--- src/rtl/mem_access_unit.sv ---
// Load/store stage between the RV32I execute logic and a word-wide req/ack data memory.
// It checks funct3 and alignment, issues one byte-enabled transaction, and returns the extended load value or a halt.
module mem_access_unit #(
    parameter int unsigned TIMEOUT = 16
) (
    input  logic        clk,
    input  logic        rst,
    input  logic        req_valid,
    output logic        req_ready,
    input  logic        req_store,
    input  logic [2:0]  req_funct3,
    input  logic [31:0] req_addr,
    input  logic [31:0] req_wdata,
    output logic        busy,
    output logic        resp_valid,
    output logic [31:0] resp_rdata,
    output logic        resp_halt,
    output logic        mem_req,
    output logic        mem_we,
    output logic [31:0] mem_addr,
    output logic [3:0]  mem_be,
    output logic [31:0] mem_wdata,
    input  logic        mem_ack,
    input  logic [31:0] mem_rdata
);

    localparam int unsigned CNT_W = $clog2(TIMEOUT + 1);

    typedef enum logic [1:0] {
        S_IDLE   = 2'd0,
        S_ACCESS = 2'd1,
        S_DONE   = 2'd2,
        S_ERROR  = 2'd3
    } state_t;

    state_t             state_q, state_d;
    logic [CNT_W-1:0]   cnt_q, cnt_d;
    logic [2:0]         funct3_q, funct3_d;
    logic [1:0]         off_q, off_d;
    logic               store_q, store_d;
    logic               req_ready_q, req_ready_d;
    logic               busy_q, busy_d;
    logic               resp_valid_q, resp_valid_d;
    logic [31:0]        resp_rdata_q, resp_rdata_d;
    logic               resp_halt_q, resp_halt_d;
    logic               mem_req_q, mem_req_d;
    logic               mem_we_q, mem_we_d;
    logic [31:0]        mem_addr_q, mem_addr_d;
    logic [3:0]         mem_be_q, mem_be_d;
    logic [31:0]        mem_wdata_q, mem_wdata_d;

    logic               legal_c;
    logic [3:0]         be_c;
    logic [31:0]        wdata_c;
    logic [31:0]        shifted_c;
    logic [31:0]        load_c;

    // Request legality: funct3 encoding per direction, then natural alignment.
    always_comb begin
        legal_c = 1'b0;
        case (req_funct3)
            3'b000, 3'b001, 3'b010: legal_c = 1'b1;
            3'b100, 3'b101:         legal_c = !req_store;
            default:                legal_c = 1'b0;
        endcase
        if (req_funct3[1:0] == 2'b01 && req_addr[0] != 1'b0) begin
            legal_c = 1'b0;
        end
        if (req_funct3[1:0] == 2'b10 && req_addr[1:0] != 2'b00) begin
            legal_c = 1'b0;
        end
    end

    // Byte lanes and replicated store data for the incoming request.
    always_comb begin
        case (req_funct3[1:0])
            2'b00: begin
                be_c    = 4'b0001 << req_addr[1:0];
                wdata_c = {4{req_wdata[7:0]}};
            end
            2'b01: begin
                be_c    = 4'b0011 << req_addr[1:0];
                wdata_c = {2{req_wdata[15:0]}};
            end
            default: begin
                be_c    = 4'b1111;
                wdata_c = req_wdata;
            end
        endcase
    end

    // Load extraction: shift the addressed lane down, then sign/zero extend.
    always_comb begin
        shifted_c = mem_rdata >> {off_q, 3'b000};
        case (funct3_q)
            3'b000:  load_c = {{24{shifted_c[7]}}, shifted_c[7:0]};
            3'b001:  load_c = {{16{shifted_c[15]}}, shifted_c[15:0]};
            3'b100:  load_c = {24'd0, shifted_c[7:0]};
            3'b101:  load_c = {16'd0, shifted_c[15:0]};
            default: load_c = mem_rdata;
        endcase
    end

    // Next-state and registered output computation.
    always_comb begin
        state_d      = state_q;
        cnt_d        = cnt_q;
        funct3_d     = funct3_q;
        off_d        = off_q;
        store_d      = store_q;
        resp_valid_d = 1'b0;
        resp_halt_d  = 1'b0;
        resp_rdata_d = resp_rdata_q;
        mem_req_d    = mem_req_q;
        mem_we_d     = mem_we_q;
        mem_addr_d   = mem_addr_q;
        mem_be_d     = mem_be_q;
        mem_wdata_d  = mem_wdata_q;

        case (state_q)
            S_IDLE: begin
                if (req_valid) begin
                    funct3_d = req_funct3;
                    off_d    = req_addr[1:0];
                    store_d  = req_store;
                    cnt_d    = '0;
                    if (legal_c) begin
                        state_d     = S_ACCESS;
                        mem_req_d   = 1'b1;
                        mem_we_d    = req_store;
                        mem_addr_d  = {req_addr[31:2], 2'b00};
                        mem_be_d    = be_c;
                        mem_wdata_d = wdata_c;
                    end else begin
                        state_d      = S_ERROR;
                        resp_valid_d = 1'b1;
                        resp_halt_d  = 1'b1;
                        resp_rdata_d = 32'd0;
                    end
                end
            end
            S_ACCESS: begin
                if (mem_ack) begin
                    state_d      = S_DONE;
                    mem_req_d    = 1'b0;
                    mem_we_d     = 1'b0;
                    resp_valid_d = 1'b1;
                    resp_rdata_d = store_q ? 32'd0 : load_c;
                end else if (cnt_q == CNT_W'(TIMEOUT - 1)) begin
                    state_d      = S_ERROR;
                    cnt_d        = cnt_q + CNT_W'(1);
                    mem_req_d    = 1'b0;
                    mem_we_d     = 1'b0;
                    resp_valid_d = 1'b1;
                    resp_halt_d  = 1'b1;
                    resp_rdata_d = 32'd0;
                end else begin
                    cnt_d = cnt_q + CNT_W'(1);
                end
            end
            S_DONE:  state_d = S_IDLE;
            S_ERROR: state_d = S_IDLE;
            default: state_d = S_IDLE;
        endcase

        busy_d      = (state_d != S_IDLE);
        req_ready_d = (state_d == S_IDLE);
    end

    always_ff @(posedge clk) begin
        if (rst) begin
            state_q      <= S_IDLE;
            cnt_q        <= '0;
            funct3_q     <= 3'd0;
            off_q        <= 2'd0;
            store_q      <= 1'b0;
            req_ready_q  <= 1'b1;
            busy_q       <= 1'b0;
            resp_valid_q <= 1'b0;
            resp_rdata_q <= 32'd0;
            resp_halt_q  <= 1'b0;
            mem_req_q    <= 1'b0;
            mem_we_q     <= 1'b0;
            mem_addr_q   <= 32'd0;
            mem_be_q     <= 4'd0;
            mem_wdata_q  <= 32'd0;
        end else begin
            state_q      <= state_d;
            cnt_q        <= cnt_d;
            funct3_q     <= funct3_d;
            off_q        <= off_d;
            store_q      <= store_d;
            req_ready_q  <= req_ready_d;
            busy_q       <= busy_d;
            resp_valid_q <= resp_valid_d;
            resp_rdata_q <= resp_rdata_d;
            resp_halt_q  <= resp_halt_d;
            mem_req_q    <= mem_req_d;
            mem_we_q     <= mem_we_d;
            mem_addr_q   <= mem_addr_d;
            mem_be_q     <= mem_be_d;
            mem_wdata_q  <= mem_wdata_d;
        end
    end

    assign req_ready  = req_ready_q;
    assign busy       = busy_q;
    assign resp_valid = resp_valid_q;
    assign resp_rdata = resp_rdata_q;
    assign resp_halt  = resp_halt_q;
    assign mem_req    = mem_req_q;
    assign mem_we     = mem_we_q;
    assign mem_addr   = mem_addr_q;
    assign mem_be     = mem_be_q;
    assign mem_wdata  = mem_wdata_q;

endmodule

--- config.mk ---
export PLATFORM = sky130hd
export DESIGN_NAME = mem_access_unit
export DESIGN_NICKNAME = d
export VERILOG_FILES = /design/src/rtl/mem_access_unit.sv
export SDC_FILE = /design/constraint.sdc
export NUM_CORES = 1
export LEC_CHECK = 0
export ABC_AREA = 1
export BUFFER_PORTS_ARGS = -buffer_cell sky130_fd_sc_hd__buf_2
export CAP_MARGIN = 15
export CORE_UTILIZATION = 40
export DETAILED_ROUTE_END_ITERATION = 8
export PLACE_DENSITY = 0.77
export SKIP_LAST_GASP = 1
export SYNTH_ARGS = -nofsm -noshare
export SYNTH_HDL_FRONTEND = slang
export SYNTH_SLANG_ARGS = --single-unit
--- constraint.sdc ---
create_clock -name clk -period 2 [get_ports clk]
set_input_delay 0.1 -clock clk [delete_from_list [all_inputs] [get_ports clk]]
set_output_delay 0.1 -clock clk [all_outputs]
set_load 0.03 [all_outputs]
==> impl_summary.log, run 1 <==
[metrics] post-synthesis sequential element count: 117
[metrics] PwrDens: 922.4 nW/um^2
[metrics] # diodes: 0
[metrics] final hold vios: 0
[metrics] achievable frequency: 583.9 MHz
[metrics] Design Power: 6.904 mW
[metrics] endpoint of the worst-slack reg-to-reg timing path: resp_rdata[22]
[metrics] parity-gate share of the synthesized area counting xor and xnor cells: 0
[metrics] Layout Area Growth over Synthesis: 39.60%
[metrics] share of Yosys cell area claimed by the top area cell type: 0.4369
[metrics] TritonCTS sink count: 117
[metrics] share of synthesized area spent on multiplexers: 0
[metrics] worst max-slew margin expressed relative to the limit: 0.4669
[metrics] top_reg_cell synth: sky130_fd_sc_hd__dfxtp_1
[metrics] compound-cell area share of the yosys netlist: 0.2103
[metrics] number of distinct library cells after synthesis: 28
[metrics] main combinational cell family by area after synthesis: simple AND/OR/NAND/NOR gates
[metrics] share of total power in the clock network: 0.430
[metrics] Detail Route Antenna Nets: 0
[metrics] worst skew pair latency: 0.42 ns
[metrics] DPL Wire Length: 11440 um
[metrics] clock transition at the registers of the reported paths: approximately 0.06 ns
[metrics] static leakage: 3.579 nW
[metrics] via count of the first global-routing pass: 5481
[metrics] type of element capturing the critical path: register
[metrics] routed via count: 5827
[metrics] DRC: 0
[metrics] fraction of registers with async set or reset after synthesis: 0
[metrics] end point of the critical path: mem_addr[21]
[metrics] arithmetic-cell share of the synthesized area counting full adders, half adders and majority gates: 0.004667
[metrics] Min-Delay Startpoint: req_wdata[7]
[metrics] global-route wire length before repair: 27230 um
[metrics] number of max-cap violations: 0
[metrics] layout cells sized above 1: 0.2725
[metrics] run status: completed
[metrics] switching component of the power: ~2.1 mW
[metrics] Post-synth EDFFs: 0
[metrics] starting utilization of the core area: 0.4180
[metrics] die width: roughly 120 um
[metrics] crit path launch: req_addr[1]
[metrics] GRT Residual Overflow: 0
[metrics] number of buffers between clock root and the deepest sink: 2
[metrics] Nets: 1113
[metrics] startpoint types: input port
[metrics] Seq pwr share: 0.374
[metrics] CTS tree: done
[metrics] Post-Route WL: 16720 um
[metrics] Final Core Density: 0.5836
[metrics] worst-case clock skew: 0.006245 ns
[metrics] number of setup violations in the final report: 0
[metrics] root buffer selected by CTS: sky130_fd_sc_hd__clkbuf_16
[metrics] die area: 13870 sq um
[metrics] height of the chip: 117.8 um
[metrics] worst slew pin tran: 0.7968 ns
[metrics] mean post-synth cell area: 6.927 sq um
[metrics] total global routing track utilization: 0.2470
[metrics] H-tree Lvls: 4
[metrics] I/O pin cnt: 210
[metrics] post-CTS sizing: 0
[metrics] final weighted congestion in routability-driven placement: 0.9192
[metrics] critical register-to-register path startpoint: cnt_q[0]
[metrics] CTS Buf Count: 17
[metrics] Worst Path Required: 2.31 ns
[metrics] number of cell instances on the worst register-to-register path: 10
[metrics] DR vias/cell: 4.888
[metrics] initial DRC count: roughly 500
[metrics] RSZ-0062 raised after global routing: false
[metrics] share of the clock period used by the worst path: 0.8563
[metrics] switching power share of the total: 0.3031
[metrics] drt wl/cell: between 10 and 15 um
[metrics] relative contribution of combinational cells to total power: 0.196
[metrics] final-report max-slew violation count: 0
[metrics] Placeable Area: 12820 sq um
[metrics] Worst Path Class, Setup: input port to register
[metrics] Synth area leader: sky130_fd_sc_hd__dfxtp_1
[metrics] flop-to-flop setup slack: around 0.31 ns
[metrics] most area-consuming cells after synthesis: sky130_fd_sc_hd__dfxtp_1 44%, sky130_fd_sc_hd__nand2_1 11%, sky130_fd_sc_hd__a21oi_1 11%, sky130_fd_sc_hd__inv_1 7.0%, sky130_fd_sc_hd__o21ai_0 6.2%
[metrics] CP Max Fanout: between 40 and 50
[metrics] synthesized instance count: 774
[metrics] largest net degree at the start of global routing: 64
[metrics] count of input and output buffers: 207
[metrics] simple-gate share of the synthesized area: 0.2278
[metrics] row count: 41
[metrics] antenna violations before repair: 0
[metrics] HP Class: input port to register
[metrics] endpoint arrival time on the critical path: 2.02 ns
[metrics] Internal: 4.811 mW
[metrics] setup total negative slack: 0 ns
[metrics] synthesized area: 5361 sq um
[metrics] time the final worst path needs with I/O delays and setup: 1.713 ns
[metrics] maximum resistive drop on vdd: 0.0006321 V
[metrics] number of iterations in the first detailed-routing pass: 5
[metrics] number of warning messages in the yosys log: 0
[metrics] share of the yosys chip area belonging to registers: 0.4369
-- how the worst min path moves through the flow --
stage,to,slack [ns],cells past startpoint
2_1_floorplan,funct3_q[0],0.24,2
3_3_place_gp,mem_addr[29],0.36,3
3_5_place_dp,mem_addr[15],0.37,3
4_1_cts,mem_wdata[6],0.003,3
5_1_grt,resp_rdata[7],0.03,3
6_report,mem_wdata[7],0.01,3
-- placed cells by master, fill, tap and decap left out, types with 3 or more instances in the layout --
master,Yosys,final
sky130_fd_sc_hd__buf_2,18,207
sky130_fd_sc_hd__nand2_1,164,164
sky130_fd_sc_hd__dfxtp_1,117,117
sky130_fd_sc_hd__a21oi_1,115,115
sky130_fd_sc_hd__inv_1,100,99
sky130_fd_sc_hd__o21ai_0,66,66
sky130_fd_sc_hd__nor2_1,50,50
sky130_fd_sc_hd__nand3_1,44,44
sky130_fd_sc_hd__dlygate4sd3_1,0,36
sky130_fd_sc_hd__o21ai_1,23,23
sky130_fd_sc_hd__clkbuf_16,0,17
sky130_fd_sc_hd__buf_4,6,12
sky130_fd_sc_hd__o211ai_1,11,11
sky130_fd_sc_hd__inv_2,7,8
sky130_fd_sc_hd__clkinvlp_4,0,6
sky130_fd_sc_hd__or2_2,5,5
sky130_fd_sc_hd__nor3_1,4,4
sky130_fd_sc_hd__nand2_2,4,4
sky130_fd_sc_hd__nor2_2,4,4
sky130_fd_sc_hd__buf_12,0,4
sky130_fd_sc_hd__nand4_1,3,3
sky130_fd_sc_hd__clkbuf_1,19,3
-- power by group through the flow --
| stage | Clock (mW) | Sequential, mW | Combinational (mW) |
|---|---|---|---|
| final | 2.97 | 2.58 | 1.35 |
| after global routing | 3.13 | 2.60 | 1.48 |
| after CTS | 3.01 | 2.58 | 1.34 |
| after detailed placement | 0 | 2.63 | 1.28 |
| after global placement | 0 | 2.62 | 1.28 |
| after floorplan | 0 | 2.87 | 0.619 |
-- cells in the mapped netlist, types with 4 or more instances --
cell type                  number
sky130_fd_sc_hd__inv_2          7
sky130_fd_sc_hd__a21oi_1      115
sky130_fd_sc_hd__nand3_1       44
sky130_fd_sc_hd__o211ai_1      11
sky130_fd_sc_hd__buf_2         18
sky130_fd_sc_hd__dfxtp_1      117
sky130_fd_sc_hd__clkbuf_1      19
sky130_fd_sc_hd__nor2_2         4
sky130_fd_sc_hd__or2_2          5
sky130_fd_sc_hd__nor3_1         4
sky130_fd_sc_hd__nor2_1        50
sky130_fd_sc_hd__buf_4          6
sky130_fd_sc_hd__inv_1        100
sky130_fd_sc_hd__o21ai_0       66
sky130_fd_sc_hd__o21ai_1       23
sky130_fd_sc_hd__nand2_2        4
sky130_fd_sc_hd__nand2_1      164
-- state kept, by name, summed over array words and instances, names as in the netlist --
register / count
state_q: 2
busy: 1
resp_valid: 1
store_q: 1
funct3_q: 3
mem_addr: 30
resp_rdata: 32
cnt_q: 5
req_ready: 1
off_q: 2
resp_halt: 1
mem_be: 4
mem_wdata: 32
mem_we: 1
mem_req: 1
-- area by class of cell --
type                    instances  area [sq um]
fillers                      1184          5340
inverters                     107         401.6
clock inverters                11         127.6
multi-input cells             505          2381
flip-flops and latches        117          2342
well taps                     172         215.2
repair buffers                259          1567
clock buffers                  21         450.4
-- metal layers --
metal | part of all wire | track usage | wire [um] | up-vias
met5 | 0 | 0 | 0 | -
met4 | 0.019 | 0.1010 | 325 | 0
met3 | 0.090 | 0.08576 | 1510 | 28
met2 | 0.48 | 0.4070 | 7955 | 238
met1 | 0.41 | 0.2915 | 6927 | 2602
li1 | - | - | - | 2959
-- through the flow --
stage               setup WS [ns]  hold WS [ns]  instances  area [sq um]
floorplan                  0.4411        0.2389        775          5365
global placement           0.3934        0.3598       1124          6546
detailed placement         0.3205        0.3716       1124          6546
CTS                        0.3128      0.002714       1192          7485
global route               0.1288       0.02692       1192          7485
finish                     0.2874       0.01179       1192          7485
-- what timing repair did --
item / in CTS / in global routing
hold endpoints to repair: 36 / 0
buffers inserted: 0 / 0
hold buffers: 36 / 0
-- worst max-delay path, stage by stage --
cell and delay, ns:
sky130_fd_sc_hd__dlygate4sd3_1 0.52, sky130_fd_sc_hd__buf_2 0.15, sky130_fd_sc_hd__nor2_1 0.13, sky130_fd_sc_hd__nand2_1 0.09
sky130_fd_sc_hd__nand2_2 0.10, sky130_fd_sc_hd__nand4_4 0.33, sky130_fd_sc_hd__buf_12 0.32, sky130_fd_sc_hd__o21ai_1 0.19
sky130_fd_sc_hd__a21oi_1 0.07
-- kinds of logic after synthesis --
| group | Yosys count |
|---|---|
| AND/OR/NAND/NOR | 283 |
| AO/OA/AOI/OAI | 218 |
| buffers and inverters | 153 |
| flip-flops | 117 |
| adder cells (fa/ha/maj) | 2 |
| other | 1 |
Power figures use the tool's default switching activity.
==> run 2, diff against run 1 <==
MAX_ROUTING_LAYER = met4   (was not set)
SLEW_MARGIN = 20   (was not set)
==> run 2 against run 1 <==
Effect of this change: clock skew shrank 0.0012 ns; largest power group unchanged; highest routed layer unchanged; global-route usage shrank 0.078 points; clock-buffer cell count rose by 3; critical path type unchanged; final cell count down 0.34%.
==> impl_summary.log, run 2 (synthesized netlist as in run 1, its figures left out) <==
[metrics] run status: completed
[metrics] via count of the first global-routing pass: 5529 (+0.88%)
[metrics] root buffer selected by CTS: sky130_fd_sc_hd__clkbuf_16
[metrics] PwrDens: 961.1 nW/um^2 (+4.2%)
[metrics] number of setup violations in the final report: 0 (unchanged)
[metrics] CP Cell Sequence: dlygate4sd3_1 -> buf_2 -> nor2_1 -> nand2_1 -> nand2_2 -> nand4_4 -> buf_12 -> o21ai_1 -> a21oi_1
[metrics] total global routing track utilization: 0.2463 (-0.0007825)
[metrics] DR vias/cell: 4.892 (about the same)
[metrics] CTS tree: done
[metrics] endpoint of the worst-slack reg-to-reg timing path: resp_rdata[22]
[metrics] number of hold buffers added after cts: 34 (-5.6%)
[metrics] HP Class: input port to register
[metrics] starting utilization of the core area: 0.4180 (unchanged)
[metrics] instance count along the most critical hold path: 3 (unchanged)
[metrics] worst slack at placement: 0.3366 ns (+0.01615 ns)
[metrics] die area: 13870 sq um (unchanged)
[metrics] count of input and output buffers: 207 (unchanged)
[metrics] static leakage: 3.600 nW (+0.57%)
[metrics] final hold vios: 0 (unchanged)
[metrics] CTS Buf Count: 17 (unchanged)
[metrics] post-route cell area: 7496 sq um (+0.15%)
[metrics] Detail Route Antenna Nets: 0 (unchanged)
[metrics] number of iterations in the first detailed-routing pass: 5 (unchanged)
[metrics] final weighted congestion in routability-driven placement: 0.9512 (+3.5%)
[metrics] drt wl/cell: 13.90 um (-0.91%)
[metrics] Post-Route WL: 16510 um (-1.2%)
[metrics] Min-Delay Startpoint: req_addr[7]
[metrics] area of combinational cells with multiple inputs: 2381 sq um (unchanged)
[metrics] maximum resistive drop on vdd: 0.0006001 V (-5.1%)
[metrics] worst slew pin tran: 0.8495 ns (+0.05276 ns)
[metrics] row count: 41 (unchanged)
[metrics] Design Power: 7.205 mW (+4.4%)
[metrics] commonest non-fill, non-tap cell in the layout: sky130_fd_sc_hd__buf_2
[metrics] Placeable Area: 12820 sq um (unchanged)
[metrics] GRT Residual Overflow: 0 (unchanged)
[metrics] count of buffers added by post-CTS timing repair for setup: 0 (unchanged)
[metrics] achievable frequency: 580.5 MHz (-0.59%)
[metrics] routed via count: 5812 (-0.26%)
[metrics] CP Max Fanout: 80 (+63%)
[metrics] time the final worst path needs with I/O delays and setup: 1.723 ns (+0.01014 ns)
[metrics] Worst Setup Slack, final: 0.2773 ns (-0.01014 ns)
[metrics] flop-to-flop setup slack: 0.32 ns (about the same)
[metrics] TritonCTS sink count: 117 (unchanged)
[metrics] Slowest Stage Delay on Critical Path: 0.53 ns (about the same)
[metrics] Critical path buffers and inverters: 3 (unchanged)
[metrics] final-report max-slew violation count: 0 (unchanged)
[metrics] setup total negative slack: 0 ns (unchanged)
[metrics] Hold Path Sink: mem_addr[7]
[metrics] number of max-cap violations: 0 (unchanged)
[metrics] antenna violations before repair: 0 (unchanged)
[metrics] die width: 117.8 um (unchanged)
[metrics] Fill cells: 1247 (+5.3%)
[metrics] worst-case clock skew: 0.005093 ns (-0.001152 ns)
[metrics] number of buffers between clock root and the deepest sink: 2 (unchanged)
[metrics] Worst Path Class, Setup: input port to register
[metrics] category of cells accounting for the largest share of critical-path delay: buffers and inverters
[metrics] commonest non-fill, non-tap cells in the layout: 207 x sky130_fd_sc_hd__buf_2, 164 x sky130_fd_sc_hd__nand2_1, 117 x sky130_fd_sc_hd__dfxtp_1, 115 x sky130_fd_sc_hd__a21oi_1, 99 x sky130_fd_sc_hd__inv_1
[metrics] clock transition at the registers of the reported paths: 0.05 ns (about the same)
[metrics] number of cell instances on the worst register-to-register path: 10 (unchanged)
[metrics] initial DRC count: 384 (-21%)
[metrics] H-tree Lvls: 4 (unchanged)
[metrics] post-CTS sizing: 0 (unchanged)
[metrics] startpoint types: input port
[metrics] Layout Area Growth over Synthesis: 39.81%
[metrics] worst max-slew margin expressed relative to the limit: 0.4316 (-0.03530)
[metrics] worst skew pair latency: 0.41 ns (about the same)
[metrics] global-route wire length before repair: 26420 um (-3.0%)
[metrics] height of the chip: 117.8 um (unchanged)
[metrics] Register Area: 2342 sq um (unchanged)
[metrics] type of element capturing the critical path: register
[metrics] area after detailed placement: 6519 sq um (-0.42%)
[metrics] largest net degree at the start of global routing: 81 (+27%)
[metrics] RSZ-0062 raised after global routing: false
[metrics] DRC: 0 (unchanged)
[metrics] Nets: 1109 (-0.36%)
[metrics] layout cells sized above 1: 0.2717 (-0.0008955)
[metrics] critical register-to-register path startpoint: cnt_q[0]
[metrics] endpoint arrival time on the critical path: 2.01 ns (about the same)
[metrics] I/O pin cnt: 210 (unchanged)
[metrics] DPL Wire Length: 11380 um (-0.58%)
[metrics] Worst Path Required: 2.28 ns (-0.03 ns)
[metrics] slowest stage cell, crit path: sky130_fd_sc_hd__dlygate4sd3_1
[metrics] # diodes: 0 (unchanged)
[metrics] share of the clock period used by the worst path: 0.8614 (+0.005070)
-- run 2: how the worst max path moves through the flow --
stage	cells past startpoint	slack [ns]	to	start
after floorplan	10	0.44	resp_rdata[20]	cnt_q[0]
after global placement	10	0.42	resp_rdata[13]	cnt_q[0]
after detailed placement	10	0.34	resp_rdata[31]	cnt_q[0]
after CTS	10	0.32	resp_rdata[31]	cnt_q[0]
after global routing	10	0.11	resp_rdata[7]	cnt_q[0]
final	9	0.28	mem_addr[27]	req_addr[1]
-- run 2: per-layer routing --
layer	wire [um]	global-route usage
met5	0	-
met4	231	0.09375
met3	1258	0.05959
met2	7895	0.4000
met1	7125	0.2938
-- run 2: where the power goes --
| part | internal, mW | switching (mW) | total [mW] |
|---|---|---|---|
| clock network | 2.21 | 1.07 | 3.28 |
| registers | 2.48 | 0.101 | 2.58 |
| logic | 0.454 | 0.884 | 1.34 |
-- run 2: area by class of cell --
type | count | share of cell area
multi-input cells | 505 | 0.3176
flip-flops and latches | 117 | 0.3125
inverters | 107 | 0.05358
repair buffers | 255 | 0.2026
clock inverters | 8 | 0.01936
well taps | 172 | 0.02871
clock buffers | 24 | 0.06560
-- run 2: per-stage QoR --
stage / util / hold WS (ns) / instances
final: 0.5845 / 0.01697 / 1188
after global routing: 0.5845 / 0.01343 / 1188
after CTS: 0.5845 / 0.002951 / 1188
after detailed placement: 0.5083 / 0.3720 / 1122
after global placement: 0.5083 / 0.3612 / 1122
after floorplan: - / 0.2389 / 775
-- run 2: worst reg2reg max path: stages, from the launching register on --
cell and delay [ns]:
sky130_fd_sc_hd__dfxtp_1 0.33, sky130_fd_sc_hd__ha_1 0.21, sky130_fd_sc_hd__inv_1 0.07, sky130_fd_sc_hd__nor3_1 0.04, sky130_fd_sc_hd__ha_1 0.19, sky130_fd_sc_hd__o21ai_1 0.13, sky130_fd_sc_hd__nand2_1 0.10, sky130_fd_sc_hd__nand2_2 0.10
sky130_fd_sc_hd__buf_12 0.18, sky130_fd_sc_hd__nand2_1 0.09, sky130_fd_sc_hd__a21oi_1 0.14
